`config.mk`:
```
export PLATFORM = sky130hd
export DESIGN_NAME = frame_ram_arbiter
export DESIGN_NICKNAME = d
export VERILOG_FILES = /design/src/rtl/frame_ram_arbiter.sv
export SDC_FILE = /design/constraint.sdc
export NUM_CORES = 1
export LEC_CHECK = 0
export CAP_MARGIN = 40
export CORE_MARGIN = 1.5
export CORE_UTILIZATION = 43
export DETAILED_ROUTE_END_ITERATION = 7
export DONT_BUFFER_PORTS = 1
export GPL_TIMING_DRIVEN = 0
export PLACE_DENSITY = 0.66
export REMOVE_ABC_BUFFERS = 1
export SYNTH_ARGS = -nofsm -noshare
export SYNTH_HDL_FRONTEND = slang
export SYNTH_SLANG_ARGS = --single-unit
```
`constraint.sdc`:
```
create_clock -name clk -period 1.5 [get_ports clk]
set_input_delay 0 -clock clk [delete_from_list [all_inputs] [get_ports clk]]
set_output_delay 0 -clock clk [all_outputs]
set_load 0.03 [all_outputs]
```
`src/rtl/frame_ram_arbiter.sv`:
```
// frame_ram_arbiter
//   Shares the single-port display RAM between the video fetch path and the
//   CPU/host port. Video normally wins; a saturating wait counter forces a CPU
//   slot once the CPU has been blocked for CPU_MAX_WAIT cycles. One access is
//   issued per cycle and its result is returned exactly one cycle later.
//   Optional feature: define VBLANK_ONLY_WR_EN to restrict CPU writes to the
//   vertical blanking interval (CPU reads stay unrestricted).
module frame_ram_arbiter #(
  parameter int ADDR_W       = 7,
  parameter int DATA_W       = 8,
  parameter int DEPTH        = 65,
  parameter int CPU_MAX_WAIT = 8
) (
  input  logic              clk,
  input  logic              rst_n,
  input  logic              vid_req_i,
  input  logic [ADDR_W-1:0] vid_addr_i,
  output logic              vid_gnt_o,
  output logic              vid_valid_o,
  output logic [DATA_W-1:0] vid_data_o,
  input  logic              cpu_req_i,
  input  logic              cpu_we_i,
  input  logic [ADDR_W-1:0] cpu_addr_i,
  input  logic [DATA_W-1:0] cpu_wdata_i,
  output logic              cpu_gnt_o,
  output logic              cpu_ack_o,
  output logic [DATA_W-1:0] cpu_rdata_o,
  input  logic              vblank_i,
  output logic              mem_en_o,
  output logic              mem_we_o,
  output logic [ADDR_W-1:0] mem_addr_o,
  output logic [DATA_W-1:0] mem_wdata_o,
  input  logic [DATA_W-1:0] mem_rdata_i
);

  localparam int                WAIT_W   = $clog2(CPU_MAX_WAIT + 1);
  localparam logic [WAIT_W-1:0] WAIT_MAX = WAIT_W'(CPU_MAX_WAIT);
  localparam logic [ADDR_W:0]   DEPTH_L  = (ADDR_W + 1)'(DEPTH);

  logic              vidReq;
  logic              cpuReq;
  logic              wrWindow;
  logic              cpuElig;
  logic              cpuWin;
  logic              vidWin;
  logic              vidInRange;
  logic              cpuInRange;

  logic [WAIT_W-1:0] waitCnt_q, waitCnt_d;
  logic              vidRet_q, vidRet_d;
  logic              vidHit_q, vidHit_d;
  logic              cpuRet_q, cpuRet_d;
  logic              cpuRdHit_q, cpuRdHit_d;

  // Requests are masked while reset is asserted so grants and the RAM port
  // drop to zero immediately, not only at the next clock edge.
  assign vidReq = vid_req_i & rst_n;
  assign cpuReq = cpu_req_i & rst_n;

`ifdef VBLANK_ONLY_WR_EN
  // Writes may only compete for the RAM while the display is blanked.
  assign wrWindow = vblank_i;
`else
  // vblank has no influence on arbitration in this build; it is folded into a
  // constant-true window so the port remains connected.
  assign wrWindow = vblank_i | 1'b1;
`endif

  // A CPU request that is outside its write window is not competing at all:
  // it gets no grant and does not advance the starvation counter.
  assign cpuElig = cpuReq & (~cpu_we_i | wrWindow);

  assign vidInRange = ({1'b0, vid_addr_i} < DEPTH_L);
  assign cpuInRange = ({1'b0, cpu_addr_i} < DEPTH_L);

  // Grant decision: video first, unless the CPU has waited the maximum time.
  always_comb begin
    cpuWin = cpuElig & (~vidReq | (waitCnt_q == WAIT_MAX));
    vidWin = vidReq & ~cpuWin;
  end

  assign vid_gnt_o = vidWin;
  assign cpu_gnt_o = cpuWin;

  // RAM port steering; out-of-range accesses are granted but never reach the RAM.
  always_comb begin
    mem_en_o    = 1'b0;
    mem_we_o    = 1'b0;
    mem_addr_o  = '0;
    mem_wdata_o = '0;
    if (cpuWin) begin
      mem_en_o    = cpuInRange;
      mem_we_o    = cpuInRange & cpu_we_i;
      mem_addr_o  = cpu_addr_i;
      mem_wdata_o = cpu_we_i ? cpu_wdata_i : '0;
    end else if (vidWin) begin
      mem_en_o   = vidInRange;
      mem_addr_o = vid_addr_i;
    end
  end

  // Starvation counter: counts blocked eligible CPU cycles, saturates, clears on grant.
  always_comb begin
    waitCnt_d = waitCnt_q;
    if (cpuWin) begin
      waitCnt_d = '0;
    end else if (cpuElig && (waitCnt_q != WAIT_MAX)) begin
      waitCnt_d = waitCnt_q + 1'b1;
    end
  end

  // Return-stage flags describing what this cycle's access will deliver next cycle.
  always_comb begin
    vidRet_d   = vidWin;
    vidHit_d   = vidWin & vidInRange;
    cpuRet_d   = cpuWin;
    cpuRdHit_d = cpuWin & ~cpu_we_i & cpuInRange;
  end

  // State registers; reset drops any return that is still in flight.
  always_ff @(posedge clk or negedge rst_n) begin
    if (!rst_n) begin
      waitCnt_q  <= '0;
      vidRet_q   <= 1'b0;
      vidHit_q   <= 1'b0;
      cpuRet_q   <= 1'b0;
      cpuRdHit_q <= 1'b0;
    end else begin
      waitCnt_q  <= waitCnt_d;
      vidRet_q   <= vidRet_d;
      vidHit_q   <= vidHit_d;
      cpuRet_q   <= cpuRet_d;
      cpuRdHit_q <= cpuRdHit_d;
    end
  end

  // Return outputs: RAM data is passed through only for in-range reads, else 0.
  always_comb begin
    vid_valid_o = vidRet_q;
    vid_data_o  = vidHit_q ? mem_rdata_i : '0;
    cpu_ack_o   = cpuRet_q;
    cpu_rdata_o = cpuRdHit_q ? mem_rdata_i : '0;
  end

endmodule

```
* After elaboration in Yosys (flattened, before gate mapping)
Cells that the tools add are included.
Widths: inputs -> output; s select.
** Operators by class
- Add/sub/neg operators :: 1
- $lt $le $gt $ge :: 2
- Equal/unequal tests :: 2
- Mux-type cells :: 11
- Bitwise operators :: 12
- Reduce and logical (&&, ||, !) cells :: 2
** Operator list (number)
- $mux 8 :: 4
- $lt 7x7->1 const B :: 2
- $mux 7 :: 2
- $and 1x1->1 :: 8
- $mux 4 :: 2
- $add 4x1->4 const B :: 1
- $eq 4x4->1 const B :: 1
- $ne 4x4->1 const B :: 1
- $mux 1 :: 3
- $not 1->1 :: 3
- $reduce_bool 2->1 :: 1
- $logic_and 1x1->1 :: 1
- $or 1x1->1 :: 1
** Word-level totals
- Flip-flop bits (word level) :: 8
- Input port bits :: 36
- Output and inout bits :: 37
- Logic and storage cells :: 35

* Depth between registers and ports, before layout
- Word-level depth :: 8
- Gate-level depth with buffers :: 7
- Gate-level depth less buffers :: 6

* Least setup slack after synthesis
No wires, ideal clock.
- Path kind :: register to output
- Start point :: register waitCnt_q[0]
- End point :: output mem_addr_o[0]
- Arrival :: 1.742 ns
- Data required time :: 1.500 ns
- Setup slack :: -0.242 ns
- Stages on the path, launching flop included :: 7
- Path buffers :: 1
- Path through :: dfrtp_1 -> inv_1 -> ha_1 -> nand3b_1 -> o211a_1 -> clkbuf_1 -> a22o_1
** On the way
- Cells in the longest elaborated chain, start to end :: 7
** Ends and longest elaborated chain
- from (decl) :: line 49 : logic [WAIT_W-1:0] waitCnt_q, waitCnt_d;
- from (signal assigned) :: line 129 : waitCnt_q <= waitCnt_d;
- $eq 4x4->1 :: line 78 : cpuWin = cpuElig & (~vidReq | (waitCnt_q == WAIT_MAX));
- $or 1x1->1 :: line 78
- $and 1x1->1 :: line 78
- $not 1->1 :: line 79 : vidWin = vidReq & ~cpuWin;
- $and 1x1->1 :: line 79
- via vid_gnt_o :: line 18 : output logic vid_gnt_o,
- $mux 7 :: line 96 : end else if (vidWin) begin
- $mux 7 :: line 91 : if (cpuWin) begin
- to (decl) :: line 31 : output logic [ADDR_W-1:0] mem_addr_o,
The timed path passes the listed nets, and every way through them passes these cells.

* Final worst setup path
- Start point :: register waitCnt_q[0]
- End point :: output mem_we_o
** On the way
- Cells in the longest elaborated chain, start to end :: 4
** Ends and longest elaborated chain
- $eq 4x4->1 :: line 78
- $or 1x1->1 :: line 78
- $and 1x1->1 :: line 78
- $mux 1 :: line 91
- to (decl) :: line 30 : output logic mem_we_o,
No other way between the ends.

==> impl_metrics.py <==
metrics = {
    "run_status": {
        "outcome": "finished, violations left",
        "violations": "setup timing",
    },
    "cells_and_area": {
        "drive_gt1_frac": 0.341,
        "n_antenna_cell": 0,
        "area_growth_pct": 42.9,
        "final_nets": 125,
        "utilization": 0.672,
    },
    "clock_tree": {
        "cts_tree": "built",
        "clock-sinks": 8,
        "cts-root-buf": "clkbuf_4",
        "clock_latency_ps": 250,
        "clk_pin_slew_ps": 50,
        "numCtsBuffers": 3,
        "htree_levels": 1,
        "cts_max_path_buffers": 2,
    },
    "synthesis": {
        "synth_area_um2": 627,
        "ys_types": 27,
        "netlist_top_cells_area": "dfrtp_1 (32%), and2_1 (17%), a22o_1 (8.4%)",
        "synthTopCellsByCount": "and2_1 (17), and3_1 (8), dfrtp_1 (8), a22o_1 (6), o21ai_0 (5)",
        "synth_flop_cell": "dfrtp_1",
        "yosysMostFrequentCell": "and2_1",
        "yosysWarnings": 0,
        "synth_top_cell_by_area": "dfrtp_1",
        "synth.top_cell.area_share": 0.319,
        "seq_area_frac_synth": 0.319,
        "avgSynthCellArea_um2": 8.59,
        "synth_edf_count": 0,
        "ys_ff_latch": 8,
        "async_reset_ff_frac": 1.00,
        "synthCells": 73,
    },
    "routing": {
        "ant_nets": 0,
        "vias": 645,
        "vias_per_cell": 6.45,
        "drc": 0,
        "routedWlPerCell_um": 17.6,
        "drt-total-wl_um": 1760,
        "drtIter0Drc": 9,
        "dr.pass1.iters": 4,
    },
    "floorplan": {
        "die_x_um": 41.2,
        "num_io_pins": 73,
        "die_h_um": 41.2,
        "dieArea_um2": 1700,
        "start_util": 0.470,
        "coreArea_um2": 1330,
        "rows": 13,
    },
    "power_and_ir_drop": {
        "leakagePower_uw": 0.000396,
        "ir_drop_mv": 0.478,
        "total_power_uw": 632,
        "power_density_nw_per_um2": 705,
    },
    "timing": {
        "fin_skew_ps": 0.551,
        "relSlewSlack": 0.736,
        "slew_viol_final": 0,
        "fin_crit_ps": 1690,
        "setup_slack_ps": -193,
        "grt_setup_unrepaired": "yes",
        "finalCritPeriodShare": 1.13,
        "hold_violations": 0,
        "setup-violations-final": 17,
        "timing.fmax_mhz": 591,
        "worst_slew_pin_slew_ps": 395,
    },
    "placement": {
        "port_buffers": 0,
        "dp_hpwl_um": 1100,
        "place_congestion": 0.759,
        "post-place-ws_ps": -228,
    },
    "worst_setup_path": {
        "cp_max_fo": 5,
        "worstPathArrival_ps": 1690,
        "path_class": "reg2out",
        "r2r_cells": 5,
        "crit_path_start_kind": "flip-flop",
        "required_ps": 1500,
        "crit_path_end_kind": "output port",
    },
    "global_route": {
        "grt_pass1_wl_um": 2460,
        "grt_overflow_total": 0,
        "grt_pass1_vias": 619,
        "grt_max_degree": 12,
        "grt_usage": 0.232,
        "antenna_found_initial": 0,
    },
    "worst_hold_path": {
        "min_path_type": "in2reg",
        "hold_depth": 3,
    },
    "job": {
        "maxCapViolations": 0,
    },
}
## cell usage in the layout (no fill, tap or decap), drive strengths merged, types with 2 or more instances in the layout
cell type     n
and2         17
and3          8
dfrtp         8
a22o          7
dlygate4sd3   5
buf           5
o21ai         5
inv           5
nand2         3
clkbuf        3
or4           2
nand3         2
ha            2
## layout make-up
type	count	area [µm²]
fillers	103	438
multi-input cells	59	531
clock buffers	3	22.5
flip-flops and latches	8	200
repair buffers	10	87.6
well taps	15	18.8
repair inverters	1	8.76
inverters	4	27.5
## flip-flops by register name (all words and copies together) (netlist names)
register,cells
vidHit_q,1
cpuRdHit_q,1
cpu_ack_o,1
vid_valid_o,1
waitCnt_q,4
## final timing paths
path                                           from                  endpoint  slack [ps]
min                                       vid_req_i  waitCnt_q[2]$_DFFE_PN0P_          20
max                        waitCnt_q[0]$_DFFE_PN0P_                  mem_we_o        -190
min reg2reg                waitCnt_q[3]$_DFFE_PN0P_  waitCnt_q[3]$_DFFE_PN0P_         570
max reg2reg                waitCnt_q[0]$_DFFE_PN0P_        vidHit_q$_DFF_PN0_          90
max in group asynchronous                     rst_n  waitCnt_q[1]$_DFFE_PN0P_        1120
min in group asynchronous                     rst_n  waitCnt_q[3]$_DFFE_PN0P_         110
## worst max-delay path, stage by stage (launching register included)
cell	delay (ps)
dfrtp_1	380
inv_1	60
ha_1	130
nand3b_1	170
a21o_4	330
nor3b_4	370
## stage by stage
stage                     instances  instance area [µm²]  hold WS [ps]  setup TNS [ps]
after floorplan                  71                  618          -296            -874
after global placement           86                  637          -295           -3190
after detailed placement         86                  637          -295           -3460
final                           100                  896          20.2           -2790
after CTS                        98                  881          18.3           -2630
after global routing            100                  896          4.52           -4520
## metal layers
metal  up-vias  share of wire  GRT usage  routed length, µm
met5         -              0          0                  0
met4         0              0     0.0968                  0
met3         0          0.098     0.0978                172
met2        57           0.55      0.418                972
met1       297           0.35      0.230                613
li1        291              -          -                  -
## power breakdown
| group | internal [µW] | switching (µW) | leakage [µW] |
|---|---|---|---|
| Combinational | 87.3 | 130 | 0.000275 |
| Clock | 91.6 | 73.2 | 0.0000138 |
| Sequential | 233 | 17.3 | 0.000108 |
## what timing repair did
action,in CTS,in global routing
gates cloned,1,0
endpoints found under the setup margin,21,18
hold buffers,5,0
pin swaps,10,2
setup buffers,3,2
gates resized for setup,38,1
hold endpoints to repair,13,0
## cells by family after synthesis
logic type,after synthesis,share of synthesized area
fa+ha+maj,2,0.0399
simple gates,39,0.387
compound gates,18,0.216
flops,8,0.319
buf+inv,6,0.0379
Note: power is estimated with default switching activity, not from simulation.
